<file path="config.mk">
export PLATFORM = sky130hd
export DESIGN_NAME = id_ex_stage
export DESIGN_NICKNAME = d
export VERILOG_FILES = /design/src/rtl/id_ex_stage.sv
export SDC_FILE = /design/constraint.sdc
export NUM_CORES = 1
export LEC_CHECK = 0
export ABC_AREA = 0
export BUFFER_PORTS_ARGS = -buffer_cell sky130_fd_sc_hd__buf_2
export CAP_MARGIN = 5
export CELL_PAD_IN_SITES_DETAIL_PLACEMENT = 0
export CELL_PAD_IN_SITES_GLOBAL_PLACEMENT = 1
export CORE_ASPECT_RATIO = 0.7
export CORE_MARGIN = 2
export CORE_UTILIZATION = 31
export DETAILED_ROUTE_END_ITERATION = 12
export PLACE_DENSITY = 0.88
export RECOVER_POWER = 25
export SYNTH_ARGS = -nofsm -noshare
export SYNTH_HDL_FRONTEND = slang
export SYNTH_SLANG_ARGS = --single-unit
export TNS_END_PERCENT = 20
</file>
<file path="constraint.sdc">
create_clock -name clk -period 2.5 [get_ports clk]
set_clock_uncertainty 0.15 [all_clocks]
set_input_delay 0.125 -clock clk [delete_from_list [all_inputs] [get_ports clk]]
set_output_delay 0.125 -clock clk [all_outputs]
set_load 0.05 [all_outputs]
</file>
<file path="src/rtl/id_ex_stage.sv">
// ID/EX pipeline register with opcode decode, load-use stall detection and branch flush.
// Bubbles are inserted by zeroing the registered control bits; counters record each inserted bubble.
module id_ex_stage #(
    parameter int CNT_W = 16
) (
    input  logic             clk,
    input  logic             reset,
    input  logic             PCSrc,
    input  logic [31:0]      PC_ID,
    input  logic [31:0]      REG_DATA1_ID,
    input  logic [31:0]      REG_DATA2_ID,
    input  logic [31:0]      IMM_ID,
    input  logic [2:0]       FUNCT3_ID,
    input  logic [6:0]       FUNCT7_ID,
    input  logic [6:0]       OPCODE_ID,
    input  logic [4:0]       RD_ID,
    input  logic [4:0]       RS1_ID,
    input  logic [4:0]       RS2_ID,
    output logic [31:0]      PC_EX,
    output logic [31:0]      REG_DATA1_EX,
    output logic [31:0]      REG_DATA2_EX,
    output logic [31:0]      IMM_EX,
    output logic [2:0]       FUNCT3_EX,
    output logic [6:0]       FUNCT7_EX,
    output logic [4:0]       RD_EX,
    output logic [4:0]       RS1_EX,
    output logic [4:0]       RS2_EX,
    output logic             RegWrite_EX,
    output logic             MemRead_EX,
    output logic             MemWrite_EX,
    output logic             MemtoReg_EX,
    output logic             ALUSrc_EX,
    output logic             Branch_EX,
    output logic [1:0]       ALUOp_EX,
    output logic             PC_write,
    output logic             IF_ID_write,
    output logic             IF_ID_flush,
    output logic [CNT_W-1:0] STALL_CNT,
    output logic [CNT_W-1:0] FLUSH_CNT
);

    localparam logic [6:0] OP_R      = 7'b0110011;
    localparam logic [6:0] OP_I_ALU  = 7'b0010011;
    localparam logic [6:0] OP_LOAD   = 7'b0000011;
    localparam logic [6:0] OP_STORE  = 7'b0100011;
    localparam logic [6:0] OP_BRANCH = 7'b1100011;

    // Control vector layout: {RegWrite, MemRead, MemWrite, MemtoReg, ALUSrc, Branch, ALUOp[1:0]}
    logic [7:0]       w_ctrl_id;
    logic             w_rs1_used;
    logic             w_rs2_used;
    logic             w_hazard;
    logic             w_bubble;
    logic             w_stall_inc;

    logic [31:0]      r_pc;
    logic [31:0]      r_data1;
    logic [31:0]      r_data2;
    logic [31:0]      r_imm;
    logic [2:0]       r_funct3;
    logic [6:0]       r_funct7;
    logic [4:0]       r_rd;
    logic [4:0]       r_rs1;
    logic [4:0]       r_rs2;
    logic [7:0]       r_ctrl;
    logic [CNT_W-1:0] r_stall_cnt;
    logic [CNT_W-1:0] r_flush_cnt;

    always_comb begin
        w_ctrl_id  = 8'b0;
        w_rs1_used = 1'b0;
        w_rs2_used = 1'b0;
        case (OPCODE_ID)
            OP_R: begin
                w_ctrl_id  = 8'b1000_0010;
                w_rs1_used = 1'b1;
                w_rs2_used = 1'b1;
            end
            OP_I_ALU: begin
                w_ctrl_id  = 8'b1000_1011;
                w_rs1_used = 1'b1;
            end
            OP_LOAD: begin
                w_ctrl_id  = 8'b1101_1000;
                w_rs1_used = 1'b1;
            end
            OP_STORE: begin
                w_ctrl_id  = 8'b0010_1000;
                w_rs1_used = 1'b1;
                w_rs2_used = 1'b1;
            end
            OP_BRANCH: begin
                w_ctrl_id  = 8'b0000_0101;
                w_rs1_used = 1'b1;
                w_rs2_used = 1'b1;
            end
            default: begin
                w_ctrl_id  = 8'b0;
                w_rs1_used = 1'b0;
                w_rs2_used = 1'b0;
            end
        endcase
    end

    // A load into x0 never produces a value worth waiting for.
    assign w_hazard = r_ctrl[6] && (r_rd != 5'd0) &&
                      ((w_rs1_used && (r_rd == RS1_ID)) || (w_rs2_used && (r_rd == RS2_ID)));
    assign w_bubble    = PCSrc || w_hazard;
    assign w_stall_inc = w_hazard && !PCSrc;

    assign PC_write    = reset || PCSrc || !w_hazard;
    assign IF_ID_write = reset || PCSrc || !w_hazard;
    assign IF_ID_flush = !reset && PCSrc;

    always_ff @(posedge clk) begin
        if (reset) begin
            r_pc        <= '0;
            r_data1     <= '0;
            r_data2     <= '0;
            r_imm       <= '0;
            r_funct3    <= '0;
            r_funct7    <= '0;
            r_rd        <= '0;
            r_rs1       <= '0;
            r_rs2       <= '0;
            r_ctrl      <= '0;
            r_stall_cnt <= '0;
            r_flush_cnt <= '0;
        end else begin
            r_pc     <= PC_ID;
            r_data1  <= REG_DATA1_ID;
            r_data2  <= REG_DATA2_ID;
            r_imm    <= IMM_ID;
            r_funct3 <= FUNCT3_ID;
            r_funct7 <= FUNCT7_ID;
            r_rd     <= RD_ID;
            r_rs1    <= RS1_ID;
            r_rs2    <= RS2_ID;
            r_ctrl   <= w_bubble ? 8'b0 : w_ctrl_id;
            if (PCSrc && !(&r_flush_cnt)) begin
                r_flush_cnt <= r_flush_cnt + 1'b1;
            end
            if (w_stall_inc && !(&r_stall_cnt)) begin
                r_stall_cnt <= r_stall_cnt + 1'b1;
            end
        end
    end

    assign PC_EX        = r_pc;
    assign REG_DATA1_EX = r_data1;
    assign REG_DATA2_EX = r_data2;
    assign IMM_EX       = r_imm;
    assign FUNCT3_EX    = r_funct3;
    assign FUNCT7_EX    = r_funct7;
    assign RD_EX        = r_rd;
    assign RS1_EX       = r_rs1;
    assign RS2_EX       = r_rs2;
    assign {RegWrite_EX, MemRead_EX, MemWrite_EX, MemtoReg_EX, ALUSrc_EX, Branch_EX, ALUOp_EX} = r_ctrl;
    assign STALL_CNT    = r_stall_cnt;
    assign FLUSH_CNT    = r_flush_cnt;

endmodule
</file>
==> run_results.csv, run 1 <==
group,metric,value,unit
outcome,status,"finished clean",
grt,grt-ovfl-total,0,
synth,syn-cell-area,6100,um2
detailed_routing,routed_wl,19800,um
cts,cts_buffers,17,
detailed_routing,drc,0,
floorplanning,pin_count,359,
synth,ys_ff_latch,192,
timing,final_max_slew_viol_count,0,
timing,hold_violations,0,
cts,numClockSinks,192,
floorplanning,design.core.area,19100,um2
placement,io_buffers,358,
critical_path,path_buf_inv,4,
synth,yosys_warnings,0,
floorplanning,die-height,121,um
detailed_routing,dr.pass1.iters,7,
grt,grt_antenna_before_repair,1,
cells_and_area,post_route_cells_drive_above_1_share,0.376,
power_and_ir_drop,pwr_density_cell,660,nW/um2
cells_and_area,fillers,1585,
synth,synth_edf_count,0,
detailed_routing,wl_per_cell,14.1,um
floorplanning,fp.dieW,172,um
timing,fmax,0.402,GHz
cts,clkTransAtPathRegs,70,ps
cts,clk_path_buf_depth,2,
synth,synthArstFlopShare,0,
timing,worst_slew_pin_slew,435,ps
cts,cts_tree,"yes",
min_path,min_path_type,"in2reg",
synth,synthFlopType,"dfxtp_1",
grt,grt_pass1_wl,30100,um
cells_and_area,finalNetCount,1287,
critical_path,required,2660,ps
power_and_ir_drop,power,0.00721,W
synth,synthesis.nets,725,
timing,hold_slack,27.7,ps
critical_path,cp-start-kind,"input pin",
grt,grt_pass1_vias,6028,
cells_and_area,design_area,10900,um2
timing,rsz0062_at_grt,"yes",
timing,setup_viol,0,
synth,avgSynthCellArea,10.9,um2
critical_path,slowest_stage,"dlygate4sd3_1",
critical_path,end_kind,"flip-flop",
timing,maxSlewHeadroom,0.707,
critical_path,worstPathCellList,"dlygate4sd3_1 > buf_2 > xor2_1 > nor4_2 > o2111ai_1 > a211o_1 > buf_12 > buf_4 > nor4_4 > mux2_4",
critical_path,crit_path_max_incr_delay,550,ps
placement,hpwl,11900,um
cells_and_area,final_cells,1401,
cts,htreeDepth,4,
detailed_routing,vias,5967,
timing,post-route-min-period,2490,ps
cts,clock_latency,430,ps
placement,gp_congestion,0.780,
power_and_ir_drop,p_leak,5.18,nW
synth,yosysUniqueCellTypes,39,
floorplanning,fp-row-count,42,
critical_path,cp.arrival,2650,ps
cts,root_buffer,"clkbuf_16",
critical_path,cpLargestDelayFamily,"buffers and inverters",
detailed_routing,drtIter0Drc,238,
floorplanning,start_util,0.320,
floorplanning,dieArea,20800,um2
power_and_ir_drop,peakVddDrop,0.000425,V
detailed_routing,drtAntennaViolNets,0,
critical_path,critPathKind,"in2reg",
run,drv_cap,0,
synth,synth-seq-area-share,0.630,
cells_and_area,syn_to_final_growth,78.9,%
detailed_routing,via_per_inst,4.26,
placement,dp_cells,1162,
grt,grt_max_degree,99,
synth,synth_cells,560,
timing,finalCritPeriodShare,0.996,
grt,grt_use_total,0.186,
critical_path,crit_path_max_fanout,5,
placement,dpl_cell_area,8160,um2
[final cells by class]
class	count	area [um2]	area share
diodes	2	5.00	0.000458
clock buffers	17	425	0.0390
clock inverters	15	185	0.0170
inverters	6	22.5	0.00206
multi-input cells	332	2110	0.193
flip-flops and latches	192	3850	0.353
well taps	264	330	0.0303
repair buffers	573	3990	0.365
[report_power, final]
group / internal [W] / leakage, nW / switching (W)
Clock: 0.00144 / 0.296 / 0.00133
Sequential: 0.00319 / 1.59 / 0.0000408
Combinational: 0.000472 / 3.29 / 0.000730
[sequential cells by signal, indices dropped and copies added (netlist names)]
register      cells
FLUSH_CNT        16
FUNCT3_EX         3
FUNCT7_EX         7
IMM_EX           32
PC_EX            32
RD_EX             5
REG_DATA1_EX     32
REG_DATA2_EX     32
RS1_EX            5
RS2_EX            5
STALL_CNT        16
r_ctrl            7
[worst reg2reg max path, stage by stage, from the launching register on]
cell and delay [ps]:
dfxtp_2 350, xor2_1 150, nor4_2 270, o2111ai_1 140, a211o_1 380, buf_12 170
buf_4 160, nor4_4 280, mux2_4 320
[routing by layer]
layer / part of all wire / vias to the layer above / GRT usage
met5: 0 / - / 0
met4: 0.025 / 0 / 0.0752
met3: 0.083 / 38 / 0.0665
met2: 0.50 / 228 / 0.323
met1: 0.39 / 2761 / 0.206
li1: - / 2940 / -
[kinds of logic (layout without fill, tap and decap cells)]
kind of cell             count (synthesis)  after routing  synth area share
AO/OA/AOI/OAI                           30             30            0.0299
XOR/XNOR                                20             20            0.0287
adder cells (fa/ha/maj)                  2              2           0.00410
buffers and inverters                   36            611            0.0344
flip-flops                             192            192             0.630
multiplexers                             7              7            0.0127
other                                    0              2                 0
AND/OR/NAND/NOR                        273            273             0.260
[placed cells by master, fill, tap and decap left out, types with 3 or more instances in the layout]
cell	n
xnor2_1	5
inv_6	4
inv_1	6
nor2_1	36
nand3_1	16
inv_8	3
mux2_2	5
clkinv_8	4
dfxtp_2	4
xor2_1	15
nand2_1	14
o31ai_1	7
nor2b_1	160
or4_1	7
nor3_1	7
nor4_2	3
nand4_1	6
and4_1	3
clkbuf_16	17
dfxtp_1	187
a21oi_1	13
or3_1	3
buf_4	10
buf_2	355
nor4_1	3
o21ai_0	4
and3_1	3
dlygate4sd3_1	201
[synthesized netlist by cell type, drive strengths merged (2+ instances only)]
cell    instances  area [um2]
a21oi          14        70.1
and3            4        26.3
and4            3        26.3
buf             4        33.8
clkbuf         25         145
dfxtp         192        3840
ha              2        25.0
inv             6        22.5
mux2            6        67.6
nand2          14        52.6
nand2b          3        18.8
nand3          16        80.1
nand4           6        37.5
nor2           36         135
nor2b         160        1000
nor3            8        40.0
nor3b           2        15.0
nor4            7        50.1
o21ai           4        20.0
o31ai           8        60.1
or3             3        18.8
or4             8        61.3
xnor2           5        43.8
xor2           15         131
[path summary, 6_finish.rpt]
| check | startpoint | to | slack, ps | cells after the start |
|---|---|---|---|---|
| hold / removal | reset | PC_EX[13]$_SDFF_PP0_ | 30 | 2 |
| setup / recovery | RS2_ID[4] | STALL_CNT[10]$_SDFFE_PP0P_ | 10 | 10 |
| setup reg to reg | RD_EX[1]$_SDFF_PP0_ | STALL_CNT[10]$_SDFFE_PP0P_ | 30 | 8 |
| hold reg to reg | STALL_CNT[9]$_SDFFE_PP0P_ | STALL_CNT[9]$_SDFFE_PP0P_ | 350 | 2 |
[what timing repair did]
item                                    4_1_cts  5_1_grt
setup buffers                                 3        0
resized for setup                            15        3
endpoints found under the setup margin        2       15
cloned                                        1        0
pin swaps                                     5        5
hold buffers                                201        0
endpoints found under the hold margin       163        0
[metrics by stage]
stage / setup WS (ps) / util / setup TNS (ps)
3_3_place_gp: 207 / 0.428 / 0
6_report: 10.2 / 0.572 / 0
2_1_floorplan: 51.0 / - / 0
4_1_cts: 15.5 / 0.571 / 0
5_1_grt: -68.4 / 0.572 / -493
3_5_place_dp: 165 / 0.428 / 0
Note: power is estimated with default switching activity, not from simulation.
==> run 2: changes to the inputs <==
- CORE_ASPECT_RATIO: 0.7 -> default
==> run 2 against run 1 <==
  * The run now ends with setup timing left
  * Clock power rose by 1%
  * Critical path depth is the same
  * Sequential power about the same
  * Register-to-register slack worse by 30 ps
  * Worst setup slack got worse by 26 ps
  * Wire length increased by 2.4%
  * Non-clock buffer count is 23 lower
  * Hold slack better by 65 ps
  * Global-route usage fell by 0.32 points
  * Sequential share of layout area is 0.78 points higher
  * Cell count fell by 1.7%
  * Maximum frequency decreased by 1.1%
  * Largest cell class is now flip-flops and latches
  * Largest power group unchanged
==> run_results.csv, run 2 (synthesized netlist as in run 1, its figures left out) <==
group,metric,value,unit
outcome,status,"finished with violations",
outcome,violations,"setup timing",
timing,fin_ws,-16.3,ps
critical_path,worstPathCellList,"dlygate4sd3_1 > buf_2 > xor2_1 > nor4_2 > o2111ai_1 > a211o_2 > buf_12 > buf_4 > or4_4 > a21oi_2",
timing,setup_viol,5,
floorplanning,dieArea,20800,um2
cts,htreeDepth,4,
cts,cts_buffers,17,
power_and_ir_drop,sw_frac_of_total,0.292,
critical_path,ff2ff_setup_slack,0,ps
power_and_ir_drop,internal_power,0.00512,W
placement,dp_cells,1164,
floorplanning,fp.dieW,144,um
critical_path,slowest_stage,"dlygate4sd3_1",
grt,grt_pass1_vias,6043,
floorplanning,start_util,0.315,
power_and_ir_drop,p_leak,5.05,nW
detailed_routing,via_per_inst,4.30,
cells_and_area,register_area,3850,um2
timing,finalCritPeriodShare,1.01,
placement,gp_congestion,0.786,
cts,cts_tree,"yes",
power_and_ir_drop,pwr_density_cell,677,nW/um2
floorplanning,die-height,144,um
run,drv_cap,0,
critical_path,required,2700,ps
timing,post-route-min-period,2520,ps
placement,dp_slack,141,ps
cells_and_area,n_antenna_cell,0,
min_path,hold_end,"r_ctrl[1]$_SDFF_PP0_",
critical_path,reg2reg_depth,8,
grt,grt_use_total,0.182,
grt,grt_max_degree,88,
detailed_routing,dr.pass1.iters,4,
timing,final_max_slew_viol_count,0,
detailed_routing,routed.top_layer,"met4",
cts,numClockSinks,192,
cells_and_area,final_common_cell,"buf_2",
grt,grt_antenna_before_repair,0,
critical_path,crit_path_max_incr_delay,540,ps
power_and_ir_drop,peakVddDrop,0.000541,V
placement,hpwl,12400,um
cells_and_area,post_route_cells_drive_above_1_share,0.387,
detailed_routing,route.met3.wl,1740,um
critical_path,critPathKind,"in2reg",
cts,clk_path_buf_depth,2,
min_path,min_path_type,"in2reg",
power_and_ir_drop,power_frac_seq,0.448,
detailed_routing,wl_met1,7710,um
floorplanning,pin_count,359,
detailed_routing,drc,0,
critical_path,r2r_start,"RD_EX[0]$_SDFF_PP0_",
cells_and_area,fillers,1653,
timing,worst_slew_pin_slew,575,ps
critical_path,end_kind,"flip-flop",
timing,hold_violations,0,
detailed_routing,routed_wl,20300,um
critical_path,cpLargestDelayFamily,"buffers and inverters",
power_and_ir_drop,p_comb_frac,0.163,
detailed_routing,dr_wl_met2,10300,um
timing,maxSlewHeadroom,0.616,
cells_and_area,finalNetCount,1264,
min_path,min_path_cells,5,
power_and_ir_drop,clockPowerShare,0.389,
floorplanning,design.core.area,19400,um2
power_and_ir_drop,p_switching,0.00211,W
detailed_routing,drtIter0Drc,263,
cts,clock_latency,420,ps
timing,rsz0062_at_grt,"yes",
grt,grt-ovfl-total,0,
critical_path,crit_path_max_fanout,6,
cells_and_area,final_cells,1377,
cells_and_area,mostFrequentLayoutCells,"355 x buf_2, 187 x dfxtp_1, 176 x dlygate4sd3_1, 160 x nor2b_1, 36 x nor2_1",
cts,root_buffer,"clkbuf_16",
timing,fmax,0.397,GHz
critical_path,cp-start-kind,"input pin",
floorplanning,fp-row-count,51,
critical_path,cp.arrival,2710,ps
detailed_routing,drtAntennaViolNets,0,
grt,grt_pass1_wl,29400,um
cts,clkTransAtPathRegs,70,ps
critical_path,path_buf_inv,4,
detailed_routing,wl_per_cell,14.7,um
cells_and_area,syn_to_final_growth,74.9,%
placement,io_buffers,358,
cells_and_area,multi_input_area,2080,um2
critical_path,r2r_end,"STALL_CNT[4]$_SDFFE_PP0P_",
min_path,min-delay-start,"OPCODE_ID[3]",
detailed_routing,vias,5924,
[run 2: power groups by stage]
| stage | Clock, W | Sequential, W | Combinational (W) |
|---|---|---|---|
| 6_report | 0.00281 | 0.00324 | 0.00118 |
| 5_1_grt | 0.00301 | 0.00325 | 0.00124 |
| 4_1_cts | 0.00287 | 0.00323 | 0.00116 |
| 3_5_place_dp | 0 | 0.00330 | 0.000944 |
| 3_3_place_gp | 0 | 0.00330 | 0.000939 |
| 2_1_floorplan | 0 | 0.00378 | 0.000164 |
[run 2: per-stage QoR]
stage / TNS, ps / total power (W) / util / hold slack, ps / cell area (um2)
2_1_floorplan: 0 / 0.00395 / - / 51.8 / 6110
3_3_place_gp: 0 / 0.00424 / 0.421 / 182 / 8170
4_1_cts: 0 / 0.00726 / 0.548 / 69.7 / 10600
3_5_place_dp: 0 / 0.00424 / 0.421 / 187 / 8170
5_1_grt: -531 / 0.00750 / 0.550 / 101 / 10700
6_report: -71.5 / 0.00722 / 0.550 / 92.2 / 10700
[run 2: metal layers]
metal / track usage / vias to the layer above
li1: - / 2905
met1: 0.192 / 2737
met2: 0.324 / 242
met3: 0.0755 / 40
met4: 0.0715 / 0
met5: 0 / -
[run 2: layout make-up]
class | count | area share
Timing Repair Buffer | 550 | 0.352
Inverter | 6 | 0.00211
Clock buffer | 18 | 0.0411
Sequential cell | 192 | 0.361
Multi-Input combinational cell | 332 | 0.195
Clock inverter | 14 | 0.0175
Tap cell | 265 | 0.0311
[run 2: worst max-delay path by stage]
stage / start / end / slack, ps / depth (start not counted)
floorplan: FLUSH_CNT[6]$_SDFFE_PP0P_ / FLUSH_CNT[1]$_SDFFE_PP0P_ / 50 / 6
global placement: RD_EX[1]$_SDFF_PP0_ / STALL_CNT[12]$_SDFFE_PP0P_ / 200 / 7
detailed placement: RD_EX[1]$_SDFF_PP0_ / STALL_CNT[15]$_SDFFE_PP0P_ / 140 / 7
CTS: RD_EX[1]$_SDFF_PP0_ / IF_ID_write / 0.7 / 6
global route: RD_EX[0]$_SDFF_PP0_ / IF_ID_write / -80 / 7
finish: RS2_ID[0] / STALL_CNT[4]$_SDFFE_PP0P_ / -20 / 10
[run 2: worst reg2reg max path, stage by stage (launching register included)]
cell and delay (ps):
dfxtp_2 350, xor2_1 170, nor4_2 280, o2111ai_1 130, a211o_2 420, buf_12 160
buf_4 140, or4_4 510, a21oi_2 140
[run 2: repair_timing]
| action | CTS | global route |
|---|---|---|
| cloned | 1 | 1 |
| setup buffers | 3 | 0 |
| hold buffers | 176 | 0 |
| gates resized for setup | 5 | 7 |
| pin swaps | 1 | 4 |
| endpoints found under the setup margin | 2 | 7 |
| hold endpoints to repair | 169 | 0 |
==> run 3: changes to the inputs <==
- SETUP_SLACK_MARGIN: default -> 0.2
- clock period: 2.5 -> 2.7 ns (I/O delays scaled with it)
==> run 3 against run 2 <==
  * Wire length is 0.98% higher
  * Die area did not move
  * Highest routed layer unchanged
  * Flip-flop and latch count unchanged
  * Cell count decreased by 0.15%
  * Worst setup slack better by 250 ps
  * Hold slack got worse by 100 ps
  * Critical path type is now reg2out
  * Core utilization is 0.84 points lower
  * Non-clock buffer count shrank 2
  * The flow finishes with violations (hold timing)
  * First-iteration DRC count fell by 11%
==> run_results.csv, run 3 (synthesized netlist as in run 1, its figures left out) <==
group,metric,value,unit
outcome,status,"finished with violations",
outcome,violations,"hold timing",
placement,io_buffers,358,
cells_and_area,post_route_cells_drive_above_1_share,0.295,
timing,setup_viol,0,
floorplanning,fp.dieW,144,um
detailed_routing,vias,5831,
timing,fmax,0.405,GHz
critical_path,required,2410,ps
critical_path,crit_start,"RD_EX[1]$_SDFF_PP0_",
grt,grt_use_total,0.186,
run,drv_cap,0,
cells_and_area,fillers,1702,
timing,maxSlewHeadroom,0.531,
placement,hpwl,12300,um
grt,grt_pass1_wl,30100,um
placement,gp_congestion,0.744,
timing,fin_tns_setup,0,ps
critical_path,critPathKind,"reg2out",
detailed_routing,via_per_inst,4.24,
cts,clock_latency,430,ps
grt,grt_max_degree,111,
critical_path,r2r_start,"RD_EX[4]$_SDFF_PP0_",
cells_and_area,n_antenna_cell,0,
floorplanning,fp-row-count,51,
floorplanning,pin_count,359,
cts,numClockSinks,192,
cells_and_area,syn_to_final_growth,72.2,%
timing,final_max_slew_viol_count,0,
power_and_ir_drop,peakVddDrop,0.000396,V
timing,hold_violations,1,
detailed_routing,drc,0,
critical_path,end_kind,"output pin",
power_and_ir_drop,p_leak,4.69,nW
critical_path,cp-start-kind,"flip-flop",
placement,dpl_cell_area,8140,um2
critical_path,cp.arrival,2180,ps
cells_and_area,finalNetCount,1262,
cts,root_buffer,"clkbuf_16",
floorplanning,dieArea,20800,um2
detailed_routing,drtAntennaViolNets,0,
power_and_ir_drop,pwr_density_cell,626,nW/um2
timing,post-route-min-period,2470,ps
floorplanning,die-height,144,um
grt,grt_antenna_before_repair,0,
detailed_routing,routed_wl,20500,um
min_path,min_path_type,"in2reg",
cells_and_area,final_common_cell,"buf_2",
cts,clk_path_buf_depth,2,
placement,dp_cells,1160,
detailed_routing,wl_per_cell,14.9,um
timing,hold_slack,-7.86,ps
cts,cts_buffers,17,
timing,rsz0062_at_grt,"yes",
detailed_routing,drtIter0Drc,235,
min_path,min-delay-start,"RS2_ID[4]",
timing,worst_slew_pin_slew,707,ps
cts,htreeDepth,4,
floorplanning,start_util,0.315,
cells_and_area,design_area,10500,um2
critical_path,crit_path_max_fanout,8,
grt,grt_pass1_vias,5980,
detailed_routing,dr.pass1.iters,5,
cts,cts_tree,"yes",
timing,finalCritPeriodShare,0.913,
cells_and_area,mostFrequentLayoutCells,"258 x buf_2, 187 x dfxtp_1, 176 x dlygate4sd3_1, 160 x nor2b_1, 96 x clkbuf_1",
floorplanning,design.core.area,19400,um2
grt,grt-ovfl-total,0,
cells_and_area,final_cells,1375,
cts,clkTransAtPathRegs,80,ps
## run 3: final timing paths
path                                                    to  slack (ps)  cells after the start
worst min-delay path                  RS2_EX[4]$_SDFF_PP0_          -8                      3
worst min register to register   STALL_CNT[4]$_SDFFE_PP0P_         370                      2
worst max-delay path                           IF_ID_write         230                      6
worst max register to register  STALL_CNT[12]$_SDFFE_PP0P_         270                      8
## run 3: worst max-delay path, stage by stage (launching register included)
cell and delay [ps]:
dfxtp_2 340, or4_2 650, nor2_1 130, a211o_1 190, buf_12 140, nand2b_4 140
buf_6 160
## run 3: metal layers
layer  up-vias  routed length [um]  global-route usage
met1      2680                7910               0.202
li1       2884                   -                   -
met4         0                 444              0.0567
met3        33                1630              0.0705
met2       234               10500               0.336
met5         -                   0                   0
## run 3: report_power, final
group	internal, W	switching [W]
Sequential	0.00296	0.0000434
Clock	0.00127	0.00123
Combinational	0.000393	0.000683
## run 3: cell type report
| type | count | area, um2 | share of cell area |
|---|---|---|---|
| Clock buffer | 18 | 439 | 0.0418 |
| Clock inverter | 14 | 156 | 0.0149 |
| Inverter | 6 | 22.5 | 0.00214 |
| Multi-Input combinational cell | 332 | 2080 | 0.198 |
| Sequential cell | 192 | 3850 | 0.367 |
| Tap cell | 265 | 332 | 0.0315 |
| Timing Repair Buffer | 548 | 3630 | 0.345 |
## run 3: through the flow
stage | hold WS (ps) | total power [W] | utilization | worst slack (ps)
floorplan | 61.8 | 0.00365 | - | 251
global placement | 192 | 0.00392 | 0.420 | 395
detailed placement | 197 | 0.00393 | 0.420 | 347
CTS | 60.8 | 0.00661 | 0.546 | 213
global route | 6.91 | 0.00682 | 0.542 | 124
finish | -7.86 | 0.00658 | 0.542 | 234
## run 3: repair_timing
item	4_1_cts	5_1_grt
cloned	1	0
endpoints found under the setup margin	2	15
resized for setup	5	9
pin swaps	1	3
hold buffers	178	0
setup buffers	4	0
hold endpoints to repair	178	0
